--- src/rtl/uart_rx.sv ---
// 8N1 UART receiver: 2-flop input synchronizer, mid-bit sampling FSM and a
// processor-side holding register with valid / overrun / framing-error status.
module uart_rx #(
    parameter int unsigned CLKS_PER_BIT = 868
) (
    input  logic       i_clk,
    input  logic       i_rst,
    input  logic       i_rx,
    input  logic       i_rx_ack,
    output logic [7:0] o_rx_data,
    output logic       o_rx_valid,
    output logic       o_rx_busy,
    output logic       o_frame_err,
    output logic       o_overrun
);

    localparam logic [15:0] HALF_M1 = 16'(CLKS_PER_BIT / 2 - 1);
    localparam logic [15:0] FULL_M1 = 16'(CLKS_PER_BIT - 1);

    typedef enum logic [1:0] {
        S_IDLE,
        S_START,
        S_DATA,
        S_STOP
    } state_t;

    state_t      r_state;
    logic [15:0] r_cnt;
    logic [2:0]  r_idx;
    logic [7:0]  r_sh;
    logic        r_rx_meta;
    logic        r_rx_s;
    logic        r_rx_s_d;

    logic w_fall;
    logic w_half;
    logic w_full;

    assign w_fall = r_rx_s_d & ~r_rx_s;
    assign w_half = (r_cnt == HALF_M1);
    assign w_full = (r_cnt == FULL_M1);

    // Synchronizer and edge-detect history reset to the idle line level so
    // reset release never looks like a start edge.
    always_ff @(posedge i_clk or negedge i_rst) begin
        if (!i_rst) begin
            r_rx_meta <= 1'b1;
            r_rx_s    <= 1'b1;
            r_rx_s_d  <= 1'b1;
        end else begin
            // NOTE: non-blocking assignments make every flop sample the old value,
            // which is what turns these three lines into a shift chain.
            r_rx_meta <= i_rx;
            r_rx_s    <= r_rx_meta;
            r_rx_s_d  <= r_rx_s;
        end
    end

    always_ff @(posedge i_clk or negedge i_rst) begin
        if (!i_rst) begin
            r_state     <= S_IDLE;
            r_cnt       <= '0;
            r_idx       <= '0;
            r_sh        <= '0;
            o_rx_data   <= '0;
            o_rx_valid  <= 1'b0;
            o_rx_busy   <= 1'b0;
            o_frame_err <= 1'b0;
            o_overrun   <= 1'b0;
        end else begin
            o_frame_err <= 1'b0;
            if (i_rx_ack) begin
                o_rx_valid <= 1'b0;
                o_overrun  <= 1'b0;
            end

            case (r_state)
                S_IDLE: begin
                    r_cnt <= '0;
                    if (w_fall) begin
                        r_state   <= S_START;
                        o_rx_busy <= 1'b1;
                    end
                end

                S_START: begin
                    if (w_half) begin
                        if (!r_rx_s) begin
                            r_state <= S_DATA;
                            r_cnt   <= '0;
                            r_idx   <= '0;
                        end else begin
                            r_state   <= S_IDLE;
                            r_cnt     <= '0;
                            o_rx_busy <= 1'b0;
                        end
                    end else begin
                        r_cnt <= r_cnt + 16'd1;
                    end
                end

                S_DATA: begin
                    if (w_full) begin
                        r_sh  <= {r_rx_s, r_sh[7:1]};
                        r_cnt <= '0;
                        if (r_idx == 3'd7) begin
                            r_state <= S_STOP;
                        end else begin
                            r_idx <= r_idx + 3'd1;
                        end
                    end else begin
                        r_cnt <= r_cnt + 16'd1;
                    end
                end

                S_STOP: begin
                    if (w_full) begin
                        r_state   <= S_IDLE;
                        r_cnt     <= '0;
                        o_rx_busy <= 1'b0;
                        if (r_rx_s) begin
                            // An ack in the acceptance cycle frees the holding
                            // register, so the new byte is taken instead of overrun;
                            // this later assignment overrides the ack clear of valid.
                            if (!o_rx_valid || i_rx_ack) begin
                                o_rx_data  <= r_sh;
                                o_rx_valid <= 1'b1;
                            end else begin
                                o_overrun <= 1'b1;
                            end
                        end else begin
                            o_frame_err <= 1'b1;
                        end
                    end else begin
                        r_cnt <= r_cnt + 16'd1;
                    end
                end

                default: begin
                    r_state   <= S_IDLE;
                    r_cnt     <= '0;
                    o_rx_busy <= 1'b0;
                end
            endcase
        end
    end

endmodule

--- config.mk ---
export PLATFORM = sky130hd
export DESIGN_NAME = uart_rx
export DESIGN_NICKNAME = d
export VERILOG_FILES = /design/src/rtl/uart_rx.sv
export SDC_FILE = /design/constraint.sdc
export NUM_CORES = 1
export LEC_CHECK = 0
export CORE_UTILIZATION = 57
export DETAILED_ROUTE_END_ITERATION = 10
export MAX_ROUTING_LAYER = met4
export PLACE_DENSITY_LB_ADDON = 0.3
export SLEW_MARGIN = 20
export SYNTH_ARGS = -nofsm -noshare
export SYNTH_HDL_FRONTEND = slang
export SYNTH_SLANG_ARGS = --single-unit
export TNS_END_PERCENT = 50
--- constraint.sdc ---
create_clock -name i_clk -period 2.6 [get_ports i_clk]
set_clock_uncertainty 0.1 [all_clocks]
set_input_delay 0.52 -clock i_clk [delete_from_list [all_inputs] [get_ports i_clk]]
set_output_delay 0.52 -clock i_clk [all_outputs]
set_load 0.005 [all_outputs]
==> run_results.csv <==
group,metric,value,unit
global_routing,grt_pass1_vias,1322,
timing,worst_slew_pin_slew,623,ps
timing,final.period_utilization,0.876,
final_layout,regArea,1100,um2
synth,synthAdderAreaFrac,0.0251,
place,place_hpwl,2480,um
drt,vias,1328,
synth,yosys.area_share.xor_xnor,0.0482,
drt,wl,3470,um
floorplan,fp.dieW,61.2,um
final_layout,nFillCells,265,
global_routing,grt_pass1_wl,6020,um
drt,first_pass_iters,4,
worst_setup_path,critical_path_required,2770,ps
drt,via_per_inst,5.68,
worst_setup_path,path_class,"reg -> reg",
floorplan,coreArea,3340,um2
power,pwr-share-clk,0.318,
synth,synth.cell_area,2000,um2
synth,syn_area_per_cell,12.0,um2
place,dp_cells,226,
floorplan,ios,16,
place,routabilityCongestion,0.837,
worst_setup_path,r2r-end,"o_rx_data[1]$_DFFE_PN0P_",
cts,cts.path.max_buffers,2,
final_layout,final_cell_mix,"41 x dfrtp_1, 17 x nor2_1, 17 x mux2_2",
drt,wl_per_cell,14.8,um
synth,synth_edf_count,0,
synth,ys_ff_latch,44,
timing,rsz0062_at_grt,"no",
synth,synth_ff_type,"dfrtp_1",
floorplan,start_util,0.598,
cts,cts_resized,0,
synth,synthSimpleGateAreaFrac,0.187,
synth,yosys_warnings,0,
floorplan,die_h,61.2,um
timing,relSlewSlack,0.585,
worst_setup_path,cp_data_arrival_time,2440,ps
place,portBuffers,15,
worst_hold_path,hold_path_class,"in -> async",
timing,max_freq,439,MHz
final_layout,utilization,0.688,
final_layout,drive_gt1_frac,0.229,
cts,postCtsSetupRepairBufs,0,
cts,clkTransAtPathRegs,130,ps
drt,antenna_left,0,
cts,root_buffer,"clkbuf_4",
cts,cts-htree-levels,2,
cts,cts_tree,"done",
drt,first_iter_violations,71,
final_layout,diodes,0,
synth,syn_inst,166,
synth,synth_top_family_by_area,"simple AND/OR/NAND/NOR gates",
synth,synthArstFlopShare,1.00,
synth,synth_nets,174,
drt,drc,0,
power,comb_power_share,0.129,
worst_setup_path,worst-path-max-fanout,9,
cts,clock_latency,370,ps
global_routing,grt_start_max_net_pins,29,
cts,cts_hold_buffers,0,
power,pwr-share-seq,0.553,
final_layout,multi_input_area,852,um2
worst_setup_path,rr_startpoint,"r_cnt[12]$_DFF_PN0_",
worst_setup_path,ff2ff_setup_slack,320,ps
cts,cts-buffers-inserted,5,
flow_run,maxCapViolCount,0,
synth,seq_area_frac_synth,0.553,
power,sw_frac_of_total,0.277,
power,leakage,0.00104,uW
power,powerDensity,630,nW/um2
final_layout,area_growth,14.9,%
timing,finalHoldViolations,0,
floorplan,dieArea,3740,um2
global_routing,grt_overflow,0,
global_routing,antenna_found_initial,0,
synth,synth.area.mux_share,0.101,
power,ir_drop,0.000315,V
run_status,status,"complete, no violations",
synth,synth_compound_area_frac,0.0652,
worst_setup_path,startpoint_type,"flop",
synth,synth_cell_types,41,
power,p_sw,401,uW
power,intPower,1050,uW
timing,finalSetupViolations,0,
power,power,1450,uW
worst_setup_path,endpoint_kind,"flop",
global_routing,grt_use_total,0.233,
timing,maxSlewViolCount,0,
floorplan,rows,21,
cts,clock-sinks,44,
final_layout,final_nets,195,
timing,setup_tns,0,ps
final_layout,instances_no_fill,234,
worst_setup_path,reg2regPathDepth,4,
final_layout,mostFrequentLayoutCell,"dfrtp_1",
timing,period_minus_slack,2280,ps
stage by stage:
stage | hold slack (ps) | instance area, um2 | worst slack (ps)
detailed placement | 248 | 2200 | 347
global placement | 247 | 2200 | 457
finish | 44.2 | 2290 | 322
floorplan | 124 | 2000 | 589
global route | 78.1 | 2290 | 233
CTS | 56.8 | 2290 | 340
cells by family after synthesis:
| family | after synthesis |
|---|---|
| flops | 44 |
| xor+xnor | 11 |
| buf+inv | 10 |
| mux | 18 |
| simple gates | 60 |
| compound gates | 19 |
| fa+ha+maj | 4 |
cell type report:
class                   instances  area share
clock buffers                   6      0.0224
clock inverters                 2      0.0169
inverters                       6     0.00981
multi-input cells             112       0.371
flip-flops and latches         44       0.481
well taps                      46      0.0251
repair buffers                 18      0.0731
power groups by stage:
| stage | registers [uW] | clock network (uW) | logic [uW] |
|---|---|---|---|
| 6_report | 799 | 460 | 187 |
| 5_1_grt | 809 | 490 | 212 |
| 3_3_place_gp | 807 | 0 | 180 |
| 2_1_floorplan | 780 | 0 | 160 |
| 3_5_place_dp | 813 | 0 | 189 |
| 4_1_cts | 800 | 470 | 190 |
registers in the layout, summed over array words and instances (netlist names), named ones only:
| signal | count |
|---|---|
| o_frame_err | 1 |
| o_overrun | 1 |
| o_rx_busy | 1 |
| o_rx_data | 8 |
| o_rx_valid | 1 |
| r_cnt | 16 |
| r_idx | 3 |
| r_rx_meta | 1 |
| r_rx_s | 1 |
| r_rx_s_d | 1 |
| r_sh | 8 |
| r_state | 1 |
per-layer routing:
| metal | global-route usage | routed length, um |
|---|---|---|
| met1 | 0.286 | 1610 |
| met2 | 0.362 | 1690 |
| met3 | 0.0525 | 96 |
| met4 | 0.117 | 78 |
| met5 | - | 0 |
synth_stat cells, types with 2 or more instances:
| library cell | instances | area [um2] |
|---|---|---|
| o31ai_1 | 2 | 15.0 |
| o21ai_0 | 4 | 20.0 |
| nand2_1 | 5 | 18.8 |
| nor3_1 | 5 | 25.0 |
| and4_1 | 2 | 17.5 |
| nor2_1 | 17 | 63.8 |
| a21oi_1 | 6 | 30.0 |
| xor2_1 | 6 | 52.6 |
| nand3_1 | 5 | 25.0 |
| ha_1 | 4 | 50.1 |
| a22o_1 | 2 | 17.5 |
| dfstp_2 | 3 | 78.8 |
| mux2_2 | 17 | 191 |
| or3_1 | 2 | 12.5 |
| inv_1 | 6 | 22.5 |
| xnor2_1 | 5 | 43.8 |
| nand4_1 | 7 | 43.8 |
| dfrtp_1 | 41 | 1030 |
| and3_1 | 4 | 25.0 |
| clkbuf_1 | 2 | 7.51 |
worst max-delay path by stage:
stage | to | startpoint | slack (ps) | depth (start not counted)
final | o_rx_data[1]$_DFFE_PN0P_ | r_cnt[12]$_DFF_PN0_ | 320 | 4
after floorplan | o_rx_data[0]$_DFFE_PN0P_ | r_cnt[12]$_DFF_PN0_ | 590 | 4
after CTS | o_rx_data[3]$_DFFE_PN0P_ | r_cnt[12]$_DFF_PN0_ | 340 | 4
after detailed placement | o_rx_data[3]$_DFFE_PN0P_ | r_cnt[12]$_DFF_PN0_ | 350 | 4
after global routing | o_rx_data[4]$_DFFE_PN0P_ | r_cnt[12]$_DFF_PN0_ | 230 | 4
after global placement | o_rx_data[1]$_DFFE_PN0P_ | r_cnt[12]$_DFF_PN0_ | 460 | 4
worst max-delay path: stages, from the launching register on:
cell and delay, ps:
dfrtp_1 440, nor4_2 530, nand4_4 290, nor3_4 440
mux2_2 380
Power figures use the tool's default switching activity.
==> edit 1: new RTL, same settings <==
Reset style: synchronous (`i_rst`), changed in 2 clocked blocks.
--- a/src/rtl/uart_rx.sv
+++ b/src/rtl/uart_rx.sv
@@ -44,3 +44,3 @@
     // reset release never looks like a start edge.
-    always_ff @(posedge i_clk or negedge i_rst) begin
+    always_ff @(posedge i_clk) begin
         if (!i_rst) begin
@@ -58,3 +58,3 @@
 
-    always_ff @(posedge i_clk or negedge i_rst) begin
+    always_ff @(posedge i_clk) begin
         if (!i_rst) begin
Function: differs if i_rst is asserted again (counterexample within 4 cycles, from zero or initial values and one cycle with i_rst low); with i_rst held inactive, the same outputs for 10 cycles.
==> edit 1 against the original RTL <==
  * Cell area shrank 2.0%
  * Sequential cell count did not move
  * Worst setup slack improved by 0.16 ns
  * Synthesized area unchanged
  * Wire length rose by 13%
  * Core utilization fell by 1.4 points
  * Cell count up 15%
  * Synthesized cell count grew 28%
  * Die area is the same
Power is not compared: it rests on default switching activity, and its combinational part moved more than twofold at a synthesized area within 25%.
==> edit 1: results (changes against the original RTL) <==
INFO  logic_synthesis postSynthNetCount=220 [+26%]
INFO  global_route   grt_pass1_wl=6396µm [+6.2%]
INFO  setup_path     cpMaxStageDelayCell=and4_1
INFO  clock_tree     cts_resized=0 [unchanged]
INFO  drt            drt-initial-drc-count=60 [-15%]
INFO  logic_synthesis synth-compound-area-share=0.1115 [+0.04637]
INFO  setup_path     worstPathArrival=2.29ns [-0.15 ns]
INFO  cells_and_area finish.cell_count_without_fillers=270 [+15%]
INFO  global_route   grt_total_usage=0.2426 [+0.009802]
INFO  setup_path     worstReg2RegStart=r_cnt[0]
INFO  setup_path     r2r_setup_slack=0.48ns [+0.16 ns]
INFO  clock_tree     clk-insertion-delay-late=0.37ns [about the same]
INFO  cells_and_area final_layout_fill_cell_count=299 [+13%]
INFO  pwr            p_leak=0.7481nW
INFO  setup_path     r2r.worst_path.cells=5 [+1]
INFO  global_route   grt_pass1_vias=1443 [+9.2%]
INFO  setup_path     crit_path_max_incr_delay=0.55ns [+0.02 ns]
INFO  logic_synthesis synthMuxAreaShare=0.05514 [-0.04574]
INFO  hold_path      hold_path.class=register to register
INFO  timing         setup_viol=0 [unchanged]
INFO  placement      io_buffer_count=15 [unchanged]
INFO  cells_and_area final_layout_size_suffix_gt1_frac=0.08929 [-0.1394]
INFO  clock_tree     path_clk_slew=0.12ns
INFO  drt            wl_met3=150µm [+56%]
INFO  setup_path     worstPathMaxFanout=13 [+4]
INFO  clock_tree     cts_made_buffers=5 [unchanged]
INFO  hold_path      worst_hold_path.endpoint=r_rx_s
INFO  logic_synthesis post_synthesis_xor_xnor_area_fraction=0.04825 [about the same]
INFO  drt            routed_wire_length_per_instance=14.48µm [-2.3%]
INFO  drt            dr_vias_cell=5.807 [+2.3%]
INFO  placement      gp_routability_congestion=0.8033 [-4.1%]
INFO  logic_synthesis yosysUniqueCellTypes=37 [-9.8%]
INFO  hold_path      worstHoldStart=r_rx_meta
INFO  drt            drt_pre_antenna_iters=5 [+1]
INFO  outcome        status=finished clean
INFO  placement      placed_cells=262 [+16%]
INFO  global_route   grt_max_degree=28 [-3.4%]
INFO  logic_synthesis seq_area_frac_synth=0.4411 [-0.1122]
INFO  placement      dpl.hpwl=2824µm [+14%]
INFO  cells_and_area n_antenna_cell=0 [unchanged]
INFO  global_route   antenna_found_initial=0 [unchanged]
INFO  timing         fin_worst_hold_slack=0.3258ns [+0.2816 ns]
INFO  timing         relSlewSlack=0.5059 [-0.07877]
INFO  cells_and_area design.final.nets=231 [+18%]
INFO  logic_synthesis async_flop_share=0 [-1.000]
INFO  drt            route.met2.wl=1929µm [+14%]
INFO  logic_synthesis ys_top_cells_by_area=dfxtp_1, mux2i_1, nand3_1
INFO  logic_synthesis leading_cell_types_by_count_after_synthesis=dfxtp_1, nand2_1, nand3_1, nor3_1, o21ai_0
INFO  drt            drt-met1-wl=1776µm [+11%]
INFO  logic_synthesis postSynthAreaPerCell=9.419µm² [-22%]
[edit 1: cell type report]
cell class	instances	area, µm²	share of cell area
clock inverters	2	38.79	0.01725
well taps	46	57.56	0.02560
repair buffers	18	172.7	0.07679
flip-flops and latches	44	880.8	0.3918
inverters	2	7.507	0.003339
clock buffers	6	51.30	0.02282
multi-input cells	152	1040	0.4624
[edit 1: per-stage QoR]
step	power [mW]	instance area, µm²	setup slack [ns]
final	1.169	2248	0.4797
after floorplan	0.7195	1997	0.8299
after global routing	1.210	2248	0.2948
after global placement	0.7295	2158	0.5984
after detailed placement	0.7310	2158	0.5131
after CTS	1.177	2248	0.4812
[edit 1: worst max path at each step]
stage	end	startpoint	cells past startpoint	slack [ns]
2_1_floorplan	o_rx_data[0]	r_cnt[0]	6	0.83
3_3_place_gp	r_cnt[4]	r_cnt[0]	5	0.60
3_5_place_dp	register	r_cnt[0]	5	0.51
4_1_cts	o_rx_data[4]	r_cnt[0]	6	0.48
5_1_grt	r_cnt[10]	r_cnt[0]	5	0.29
6_report	register	r_cnt[0]	5	0.48
[edit 1: per-layer routing]
| layer | up-vias | track usage |
|---|---|---|
| met3 | 6 | 0.07353 |
| li1 | 782 | - |
| met1 | 750 | 0.2957 |
| met5 | - | - |
| met2 | 30 | 0.3727 |
| met4 | 0 | 0.1006 |
[edit 1: cell families (layout without fill, tap and decap cells)]
logic type | Yosys count | count (layout)
and+or+nand+nor | 93 | 93
DFF | 44 | 44
AOI/OAI and AO/OA | 33 | 33
buffers and inverters | 16 | 28
xor gates and xnor gates | 11 | 11
muxes | 11 | 11
adders and majority gates | 4 | 4
[edit 1: power breakdown]
group	internal [mW]	leakage, nW	switching (mW)
clock network	0.230	0.0484	0.223
logic	0.0128	0.345	0.0210
registers	0.678	0.355	0.00435
==> edit 2: new RTL, same flow settings <==
Without the edit above. The parameter `CLKS_PER_BIT` goes from 868 to 434.
--- a/src/rtl/uart_rx.sv
+++ b/src/rtl/uart_rx.sv
@@ -3,3 +3,3 @@
 module uart_rx #(
-    parameter int unsigned CLKS_PER_BIT = 868
+    parameter int unsigned CLKS_PER_BIT = 434
 ) (
Behaviour: no difference found for any inputs over 10 cycles, from zero or initial values and one cycle with i_rst low; that may be too few to reach the edited logic, so the function may still have changed.
==> edit 2 against the original RTL <==
  * Synthesized area rose by 2.0%
  * Worst setup slack better by 0.11 ns
  * Wire length grew 1.1%
  * Critical path depth rose by 2
  * Maximum frequency increased by 5.2%
  * Power up 5.3%
  * Sequential cell count stayed put
  * Cell area up 1.3%
  * Critical endpoint unchanged
  * Highest routed layer unchanged
==> edit 2: results (changes against the original RTL) <==
INFO  global_route   grt_max_degree=45 [+55%]
INFO  timing         achievable-frequency=462.0MHz [+5.2%]
INFO  drt            drt-initial-drc-count=124 [+75%]
INFO  setup_path     worstPathMaxFanout=8 [-1]
INFO  logic_synthesis synth_fa_ha_area_frac=0.03071 [+0.005650]
INFO  global_route   grt_pass1_vias=1295 [-2.0%]
INFO  logic_synthesis leading_cell_types_by_count_after_synthesis=dfrtp_1, nor2_1, mux2_2, nand4_1
INFO  placement      dp_slack=0.4288ns [+0.08130 ns]
INFO  drt            dr_vias_cell=5.752 [+1.4%]
INFO  placement      placed_cell_area=2222µm² [+0.79%]
INFO  logic_synthesis seq_area_frac_synth=0.5424 [-0.01087]
INFO  global_route   grt_total_usage=0.2243 [-0.008480]
INFO  placement      dpl.hpwl=2467µm [-0.59%]
INFO  outcome        status=finished clean
INFO  logic_synthesis postSynthAreaPerCell=12.05µm² [+0.19%]
INFO  logic_synthesis yosysUniqueCellTypes=43 [+4.9%]
INFO  pwr            intPower=1.138mW [+8.9%]
INFO  setup_path     r2r.worst_path.cells=6 [+2]
INFO  setup_path     cp-startpoint=r_cnt[1]
INFO  timing         worstMarginPinSlew=0.9165ns [+0.2936 ns]
INFO  cells_and_area design.final.nets=196 [+0.51%]
INFO  global_route   grt_pass1_wl=5899µm [-2.1%]
INFO  pwr            p_leak=1.055nW [+1.3%]
INFO  logic_synthesis post_synthesis_xor_xnor_area_fraction=0.04730 [-0.0009483]
INFO  setup_path     crit_path_max_incr_delay=0.45ns [-0.08 ns]
INFO  logic_synthesis postSynthNetCount=178 [+2.3%]
INFO  drt            routed_wire_length_per_instance=14.98µm [+1.1%]
INFO  cells_and_area final_layout_fill_cell_count=249 [-6.0%]
INFO  logic_synthesis ys_top_cells_by_area=dfrtp_1, mux2_2, dfstp_2
INFO  logic_synthesis synth-compound-area-share=0.06143 [-0.003738]
INFO  setup_path     r2r_setup_slack=0.44ns [+0.11 ns]
INFO  logic_synthesis synthMuxAreaShare=0.09889 [-0.001983]
edit 2: cell count changes after synthesis, moves of 2 or more:
cell / unedited run / this run
o31ai_1: 2 / 0
nor2b_1: 1 / 3
nand3_1: 5 / 3
nand2_1: 5 / 7
xor2_1: 6 / 4
xnor2_1: 5 / 7
edit 2: layer usage:
metal	wire [µm]	GRT usage	vias to the layer above	part of all wire
li1	-	-	640	-
met1	1586	0.2790	670	0.45
met2	1732	0.3456	30	0.49
met3	129	0.06418	6	0.037
met4	57	0.08889	0	0.016
met5	0	-	-	0
edit 2: worst reg2reg max path: cells and delay by family (launching register included):
family                     cells  cell delay (ns)
DFF                            1             0.42
buffers and inverters          1             0.09
and+or+nand+nor                3             0.91
adders and majority gates      1             0.15
muxes                          1             0.39
edit 2: layout make-up:
class / count / area, µm² / area share
Clock buffer: 6 / 41.29 / 0.01777
Clock inverter: 2 / 60.06 / 0.02585
Inverter: 6 / 22.52 / 0.009693
Multi-Input combinational cell: 114 / 884.6 / 0.3807
Sequential cell: 44 / 1105 / 0.4755
Tap cell: 46 / 57.56 / 0.02477
Timing Repair Buffer: 16 / 152.6 / 0.06570
edit 2: power groups by stage:
| stage | sequential, mW | combinational (mW) | clock, mW |
|---|---|---|---|
| after floorplan | 0.794 | 0.154 | 0 |
| after global placement | 0.809 | 0.202 | 0 |
| after detailed placement | 0.813 | 0.211 | 0 |
| after CTS | 0.800 | 0.216 | 0.526 |
| after global routing | 0.809 | 0.246 | 0.551 |
| final | 0.800 | 0.211 | 0.511 |
edit 2: metrics by stage:
step,utilization,hold slack (ns)
3_3_place_gp,0.6556,0.2477
6_report,0.6855,0.1838
5_1_grt,0.6855,0.2550
3_5_place_dp,0.6556,0.2550
2_1_floorplan,-,0.1244
4_1_cts,0.6855,0.2097
